[config.mk]
export PLATFORM = sky130hd
export DESIGN_NAME = lfsr_run_controller_flat
export DESIGN_NICKNAME = d
export VERILOG_FILES = /design/src/rtl/lfsr_run_if.sv /design/src/rtl/lfsr_run_controller.sv /design/src/flat_wrapper.sv
export SDC_FILE = /design/constraint.sdc
export NUM_CORES = 1
export LEC_CHECK = 0
export BUFFER_PORTS_ARGS = -buffer_cell sky130_fd_sc_hd__buf_4
export CAP_MARGIN = 30
export CELL_PAD_IN_SITES_DETAIL_PLACEMENT = 1
export CELL_PAD_IN_SITES_GLOBAL_PLACEMENT = 1
export CORE_MARGIN = 4
export CORE_UTILIZATION = 38
export DETAILED_ROUTE_END_ITERATION = 8
export PLACE_DENSITY_LB_ADDON = 0.08
export RECOVER_POWER = 50
export SLEW_MARGIN = 20
export SYNTH_ARGS = -nofsm -noshare
export SYNTH_HDL_FRONTEND = slang
export SYNTH_SLANG_ARGS = --single-unit
[constraint.sdc]
create_clock -name clk -period 1.56 [get_ports clk]
set_clock_uncertainty 0.1 [all_clocks]
set_input_delay 0.312 -clock clk [delete_from_list [all_inputs] [get_ports clk]]
set_output_delay 0.312 -clock clk [all_outputs]
set_load 0.02 [all_outputs]
[src/rtl/lfsr_run_if.sv]
// Requester-side bundle for the LFSR run controller.
// master = requester (control/test FSM), slave = controller.
interface lfsr_run_if #(
    parameter int WIDTH = 4,
    parameter int CNT_W = 8
);
    logic             start;
    logic [WIDTH-1:0] seed;
    logic [CNT_W-1:0] steps;
    logic             busy;
    logic             done;
    logic [WIDTH-1:0] q;
    logic             error;

    modport master (
        output start, seed, steps,
        input  busy, done, q, error
    );

    modport slave (
        input  start, seed, steps,
        output busy, done, q, error
    );
endinterface

[src/rtl/lfsr_run_controller.sv]
// Loads a seed into a Galois LFSR, advances it a programmed number of steps,
// then pulses done. Optional macro LFSR_ZERO_GUARD_EN substitutes 1 for a zero seed.
module lfsr_run_controller #(
    parameter int               WIDTH = 4,
    parameter logic [WIDTH-1:0] TAPS  = 4'b0011,
    parameter int               CNT_W = 8
) (
    input  logic       clk,
    input  logic       reset,
    lfsr_run_if.slave  bus
);
    typedef enum logic [1:0] {
        IDLE = 2'd0,
        RUN  = 2'd1,
        DONE = 2'd2
    } state_t;

    localparam logic [WIDTH-1:0] ONE = {{(WIDTH-1){1'b0}}, 1'b1};

    state_t           r_state;
    logic [WIDTH-1:0] r_q;
    logic [CNT_W-1:0] r_cnt;
    logic             r_busy;
    logic             r_done;
    logic             r_error;

    logic [WIDTH-1:0] w_next;
    logic [WIDTH-1:0] w_seed_ld;
    logic             w_seed_zero;

    // Galois step: shift left, fold the taps back in when the MSB falls out.
    assign w_next = {r_q[WIDTH-2:0], 1'b0} ^ (r_q[WIDTH-1] ? TAPS : '0);

    assign w_seed_zero = (bus.seed == '0);

`ifdef LFSR_ZERO_GUARD_EN
    // A zero seed would lock the LFSR up; start from 1 instead.
    assign w_seed_ld = w_seed_zero ? ONE : bus.seed;
`else
    assign w_seed_ld = bus.seed;
`endif

    // Run sequencer: capture on start, step while counting down, pulse done.
    always_ff @(posedge clk) begin
        if (reset) begin
            r_state <= IDLE;
            r_q     <= ONE;
            r_cnt   <= '0;
            r_busy  <= 1'b0;
            r_done  <= 1'b0;
            r_error <= 1'b0;
        end else begin
            r_done <= 1'b0;
            unique case (r_state)
                IDLE: begin
                    if (bus.start) begin
                        r_q     <= w_seed_ld;
                        r_cnt   <= bus.steps;
                        r_error <= w_seed_zero;
                        if (bus.steps != '0) begin
                            r_state <= RUN;
                            r_busy  <= 1'b1;
                        end else begin
                            r_state <= DONE;
                            r_done  <= 1'b1;
                        end
                    end
                end
                RUN: begin
                    r_q   <= w_next;
                    r_cnt <= r_cnt - CNT_W'(1);
                    if (r_cnt == CNT_W'(1)) begin
                        r_state <= DONE;
                        r_busy  <= 1'b0;
                        r_done  <= 1'b1;
                    end
                end
                DONE: begin
                    r_state <= IDLE;
                end
                default: begin
                    r_state <= IDLE;
                    r_busy  <= 1'b0;
                end
            endcase
        end
    end

    assign bus.busy  = r_busy;
    assign bus.done  = r_done;
    assign bus.q     = r_q;
    assign bus.error = r_error;
endmodule

[src/flat_wrapper.sv]
// flat-port wrapper written by rule: the top's interface ports become plain ports
module lfsr_run_controller_flat 
#(
    parameter int               WIDTH = 4,
    parameter logic [WIDTH-1:0] TAPS  = 4'b0011,
    parameter int               CNT_W = 8
)
  (clk, reset, bus_start, bus_seed, bus_steps, bus_busy, bus_done, bus_q, bus_error);
  lfsr_run_if #(.WIDTH(WIDTH), .CNT_W(CNT_W)) bus_i ();
  input  logic clk;
  input  logic reset;
  input wire logic [$bits(bus_i.start)-1:0] bus_start;
  input wire logic [$bits(bus_i.seed)-1:0] bus_seed;
  input wire logic [$bits(bus_i.steps)-1:0] bus_steps;
  output wire logic [$bits(bus_i.busy)-1:0] bus_busy;
  output wire logic [$bits(bus_i.done)-1:0] bus_done;
  output wire logic [$bits(bus_i.q)-1:0] bus_q;
  output wire logic [$bits(bus_i.error)-1:0] bus_error;
  assign bus_i.start = bus_start;
  assign bus_i.seed = bus_seed;
  assign bus_i.steps = bus_steps;
  assign bus_busy = bus_i.busy;
  assign bus_done = bus_i.done;
  assign bus_q = bus_i.q;
  assign bus_error = bus_i.error;
  lfsr_run_controller #(.WIDTH(WIDTH), .TAPS(TAPS), .CNT_W(CNT_W)) u_core (.clk(clk), .reset(reset), .bus(bus_i));
endmodule
* After elaboration in Yosys (flattened, before gate mapping)
Index checks and enable logic that the tools add are counted.
Storage, ports and cells: logic and storage cells 40, bits in writable memories 0, bits in latches 0, bits in registers 17, memories kept 0, output and inout port bits 7, bits in read-only memories 0, bits of input ports 15
Cells by class: bitwise logic cells 2, shift-type cells 0, divide/modulo/power cells 0, mux-type cells 17, reduce and logical (&&, ||, !) cells 8, $lt $le $gt $ge 0, multipliers 0, add/subtract/negate cells 1, equal/unequal tests 6
Operators by type and width (count):
- 8-bit one-hot mux with 2 select lines | 1
- 8-bit by 1-bit == test with 1-bit output (second input constant) | 1
- 2-bit two-way mux | 4
- 8-bit two-way mux | 1
- 4-bit one-hot mux with 2 select lines | 1
- 8-bit nonzero test | 1
- 8-bit by 1-bit subtractor with 8-bit output (second input constant) | 1
- 1-bit two-way mux | 6
- 2-bit AND reduction | 3
- 4-bit zero test | 1
- 4-bit two-way mux | 1
- 2-bit by 1-bit != test with 1-bit output (second input constant) | 2
- 2-bit one-hot mux with 2 select lines | 1
- 4-bit AND reduction | 1
- 4-bit bitwise XOR | 1
- 1-bit one-hot mux with 3 select lines | 1
- 2-bit by 1-bit == test with 1-bit output (second input constant) | 1
- 2-bit == test (second input constant) | 1
- 2-bit zero test | 1
- 2-bit != test (second input constant) | 1
- 1-bit one-hot mux with 2 select lines | 1
- 2-bit nonzero test | 1
- 1-bit inverter | 1

* Longest topological paths before layout
word-level depth 4, depth in mapped cells 5, depth with buffers taken out 5

* Least setup slack after synthesis
No wires, ideal clock.
kind register to register, from register u_core.r_cnt[0], to register u_core.r_cnt[6], required time 1.390 ns, path slack 0.155 ns, library setup time 0.070 ns, stages on the path, launching flop included 6, buffers on the path 0, clock period less this slack 1.405 ns, arrival 1.235 ns, cells stage by stage dfxtp_1 -> inv_1 -> ha_1 -> and4bb_4 -> a211o_1 -> a21oi_1
On the way: longest elaborated chain between the ends 2
RTL lines:
- start: declaration | RTL line lfsr_run_controller.sv:22 | logic [CNT_W-1:0] r_cnt;
- start signal: assignment | RTL line lfsr_run_controller.sv:58 | r_cnt <= bus.steps;
- start signal: assignment | RTL line lfsr_run_controller.sv:71 | r_cnt <= r_cnt - CNT_W'(1);
- 8-bit by 1-bit subtractor with 8-bit output | RTL line lfsr_run_controller.sv:71
- 8-bit one-hot mux with 2 select lines | RTL line lfsr_run_controller.sv:54 | unique case (r_state)
Every way passes these cells. A chain may end at the register's enable or synchronous reset.

* Final worst setup path
from register u_core.r_state[0], to register u_core.r_cnt[4]
On the way: longest elaborated chain between the ends 3, elaborated cells on any way between the ends 6, those cells by class eq/ne: 2; mux: 1; reduce/logical: 3
RTL lines:
- start: declaration | RTL line lfsr_run_controller.sv:20 | state_t r_state;
- start signal: assignment | RTL line lfsr_run_controller.sv:46 | r_state <= IDLE;
- start signal: assignment | RTL line lfsr_run_controller.sv:61 | r_state <= RUN;
- start signal: assignment | RTL line lfsr_run_controller.sv:64 | r_state <= DONE;
- 2-bit by 1-bit == test with 1-bit output or 2-bit zero test (tied branches) | RTL line lfsr_run_controller.sv:54
- 2-bit nonzero test (no line) or 2-bit != test (tied branches)
- 2-bit AND reduction (no line)
Parallel ways exist; a longest one is shown, timed or not.

==> flow_summary.yaml <==
placed_design:
  dp.cells: 149
  gp_congestion: 0.767
  hpwl_um: 1940
  place_area_mm2: 0.00112
  port_buffers: 21
layout:
  fin_cells: 153
  regArea_um2: 343
  finalNetCount: 143
  multi_input_area_um2: 502
  fillers: 292
  stdcell_area_mm2: 0.00111
  antenna_cells: 0
  post_route_cells_drive_above_1_share_pct: 25.6
  syn2layout_area_growth_pct: 21.7
sta:
  setup_viol: 0
  setup_tns_ns: 0
  rsz0062_at_grt: "no"
  maxSlewViolCount: 0
  layout_min_cycle_time_ns: 1.47
  slew-limit-headroom_pct: 68.5
  hold_viol_final: 0
  tightest_slew_ns: 0.471
  whs_ns: 0.189
  fmax_ghz: 0.680
  post-route-period-util_pct: 94.2
yosys:
  synth_seq_cells: 17
  netlist_area_um2: 910
  yosysTopAreaCell: "dfxtp_1"
  synthTopCellsByArea: "dfxtp_1 37%, a21oi_1 7.2%, a22oi_1 5.8%"
  synth_cell_types: 39
  syn_inst: 99
  syn_area_per_cell_um2: 9.19
  ys.warnings.count: 0
  syn_nets: 116
  yosysSeqAreaShare_pct: 37.4
  synth_top_cell_area_share_pct: 37.4
routing:
  vias: 880
  vias_per_cell: 5.75
  post_drt_wl_per_cell_um: 16.4
  drtAntennaViolNets: 0
  route.detailed.drc: 0
  wl_um: 2520
  firstDrtPassIters: 4
  drtIter0Drc: 17
clock_network:
  cts-htree-levels: 1
  clkLatencyLatePin_ns: 0.30
  root_buffer: "clkbuf_4"
  cts_max_path_buffers: 2
  cts.sinks: 17
  cts_buffers: 3
  cts_hold_buf: 0
  cts_tree: "done"
  cts.clk_slew.worst_paths_ns: 0.12
critical_path:
  worst-path-buf-inv: 0
  crit_family: "flip-flops"
  worst_path_max_delay_cell: "dfxtp_2"
  cp_cell_sequence: "or3b_1 > o311ai_1 > a21oi_1"
  critPathMaxFanout: 10
  max_stage_delay_ns: 0.43
  required_ns: 1.64
  crit_type: "flip-flop to flip-flop"
  arrival_ns: 1.55
  start_kind: "flip-flop"
  critPathCaptureType: "flip-flop"
die:
  io_pins: 22
  core_area_mm2: 0.00225
  die_w_um: 56.9
  start_util_pct: 40.3
  core.rowCount: 17
  die_h_um: 56.9
  dieArea_mm2: 0.00324
power:
  finalPower_uw: 1070
  power_density_mw_per_mm2: 970
  leakage_uw: 0.000425
  vdd_ir_drop_max_mv: 0.491
global_routing:
  grt_pass1_wl_um: 4190
  grt_overflow: 0
  grt_start_max_net_pins: 18
  grt_pass1_vias: 951
  grt_use_total_pct: 15.9
  antenna_found_initial: 0
flow_run:
  max_cap_violations: 0
status:
  run_status: "finished clean"
min_path:
  min_path_type: "input pin to flip-flop"
-- tightest hold or removal path: stages --
cell     delay, ns
buf_4         0.09
nor4_1        0.04
nand2_1       0.06
a21oi_1       0.06
-- cell families after synthesis --
logic type,after synthesis,synth area share (%)
buffers and inverters,12,6.74
and+or+nand+nor,30,23.9
adders and majority gates,2,2.75
AOI/OAI and AO/OA,37,28.2
DFF,17,37.4
xor gates and xnor gates,1,0.963
-- cells in the final DEF (no fill, tap or decap), types with 2 or more instances in the layout --
| cell type | n |
|---|---|
| clkbuf_4 | 3 |
| a211oi_1 | 2 |
| nand2_1 | 7 |
| a311o_1 | 2 |
| nor2_1 | 4 |
| clkbuf_1 | 8 |
| inv_1 | 6 |
| nor3_1 | 3 |
| ha_1 | 2 |
| a21oi_1 | 13 |
| o21bai_1 | 2 |
| nor4_1 | 3 |
| buf_4 | 19 |
| nand2b_1 | 2 |
| o311ai_1 | 2 |
| a22oi_1 | 7 |
| or3b_1 | 2 |
| dfxtp_2 | 2 |
| dfxtp_1 | 15 |
| nor3b_2 | 2 |
-- Yosys cell counts --
| cell type | count |
|---|---|
| o21bai_1 | 2 |
| a21o_1 | 1 |
| and4_2 | 1 |
| buf_1 | 1 |
| dfxtp_1 | 17 |
| nor4_1 | 3 |
| buf_2 | 1 |
| nor3_1 | 3 |
| nor2b_1 | 1 |
| nor3b_2 | 1 |
| nor2_1 | 4 |
| buf_4 | 2 |
| a32oi_1 | 1 |
| nor3b_4 | 1 |
| a311oi_1 | 1 |
| nor4_4 | 1 |
| a2bb2oi_1 | 1 |
| nand4b_1 | 1 |
| o311ai_1 | 2 |
| ha_1 | 2 |
| inv_1 | 6 |
| nand4_1 | 1 |
| a31oi_1 | 1 |
| a31o_1 | 1 |
| o22ai_1 | 1 |
| a311o_1 | 2 |
| a22oi_1 | 7 |
| a211o_1 | 1 |
| xor2_1 | 1 |
| a21oi_1 | 13 |
| or3b_1 | 2 |
| nand2b_1 | 2 |
| clkbuf_1 | 1 |
| buf_6 | 1 |
| nor4_2 | 1 |
| and4bb_4 | 1 |
| nand2_1 | 7 |
| o211ai_1 | 1 |
| a211oi_1 | 2 |
-- registers in the layout, indices dropped and copies added (netlist names) --
register,count
u_core.bus.error,1
u_core.bus.q,4
u_core.r_state,2
u_core.bus.done,1
u_core.bus.busy,1
u_core.r_cnt,8
-- per-stage QoR --
step	util (%)	setup slack [ns]
finish	49.1	0.0904
detailed placement	49.5	0.0385
floorplan	-	0.155
global route	49.1	0.00505
CTS	50.7	0.00694
global placement	49.5	0.0364
-- per-layer routing --
metal	track usage (%)	routed length, um	share of wire [%]	vias to the layer above
met4	2.98	18	0.72	0
li1	-	-	-	431
met1	19.9	1180	47	434
met3	3.22	80	3.2	2
met5	0	0	0	-
met2	28.1	1240	49	13
-- timing repair --
item | CTS | global route
endpoints found under the hold margin | 0 | 0
gates resized for setup | 0 | 2
setup endpoints to repair | 0 | 4
setup buffers | 0 | 0
-- layout make-up --
type | count | share of cell area, %
tap | 28 | 3.16
multi-input combinational | 70 | 45.3
inverter | 6 | 2.03
timing repair buffer | 28 | 16.0
clock buffer | 3 | 2.03
clock inverter | 1 | 0.452
sequential | 17 | 31.0
-- report_power, final --
| group | switching, uW | internal, uW | total [uW] |
|---|---|---|---|
| registers | 41.8 | 475 | 517 |
| logic | 168 | 139 | 307 |
| clock network | 155 | 95.4 | 250 |
| total | 365 | 709 | 1070 |
-- worst paths after layout --
path,startpoint,endpoint,slack (ns),cells past startpoint
min,bus_seed[3],u_core.bus.error,0.19,4
max,u_core.r_state[0],u_core.r_cnt[4],0.09,3
min reg2reg,u_core.bus.error,u_core.bus.error,0.36,2
max reg2reg,u_core.r_state[0],u_core.r_cnt[4],0.09,3
Power figures use the tool's default switching activity.
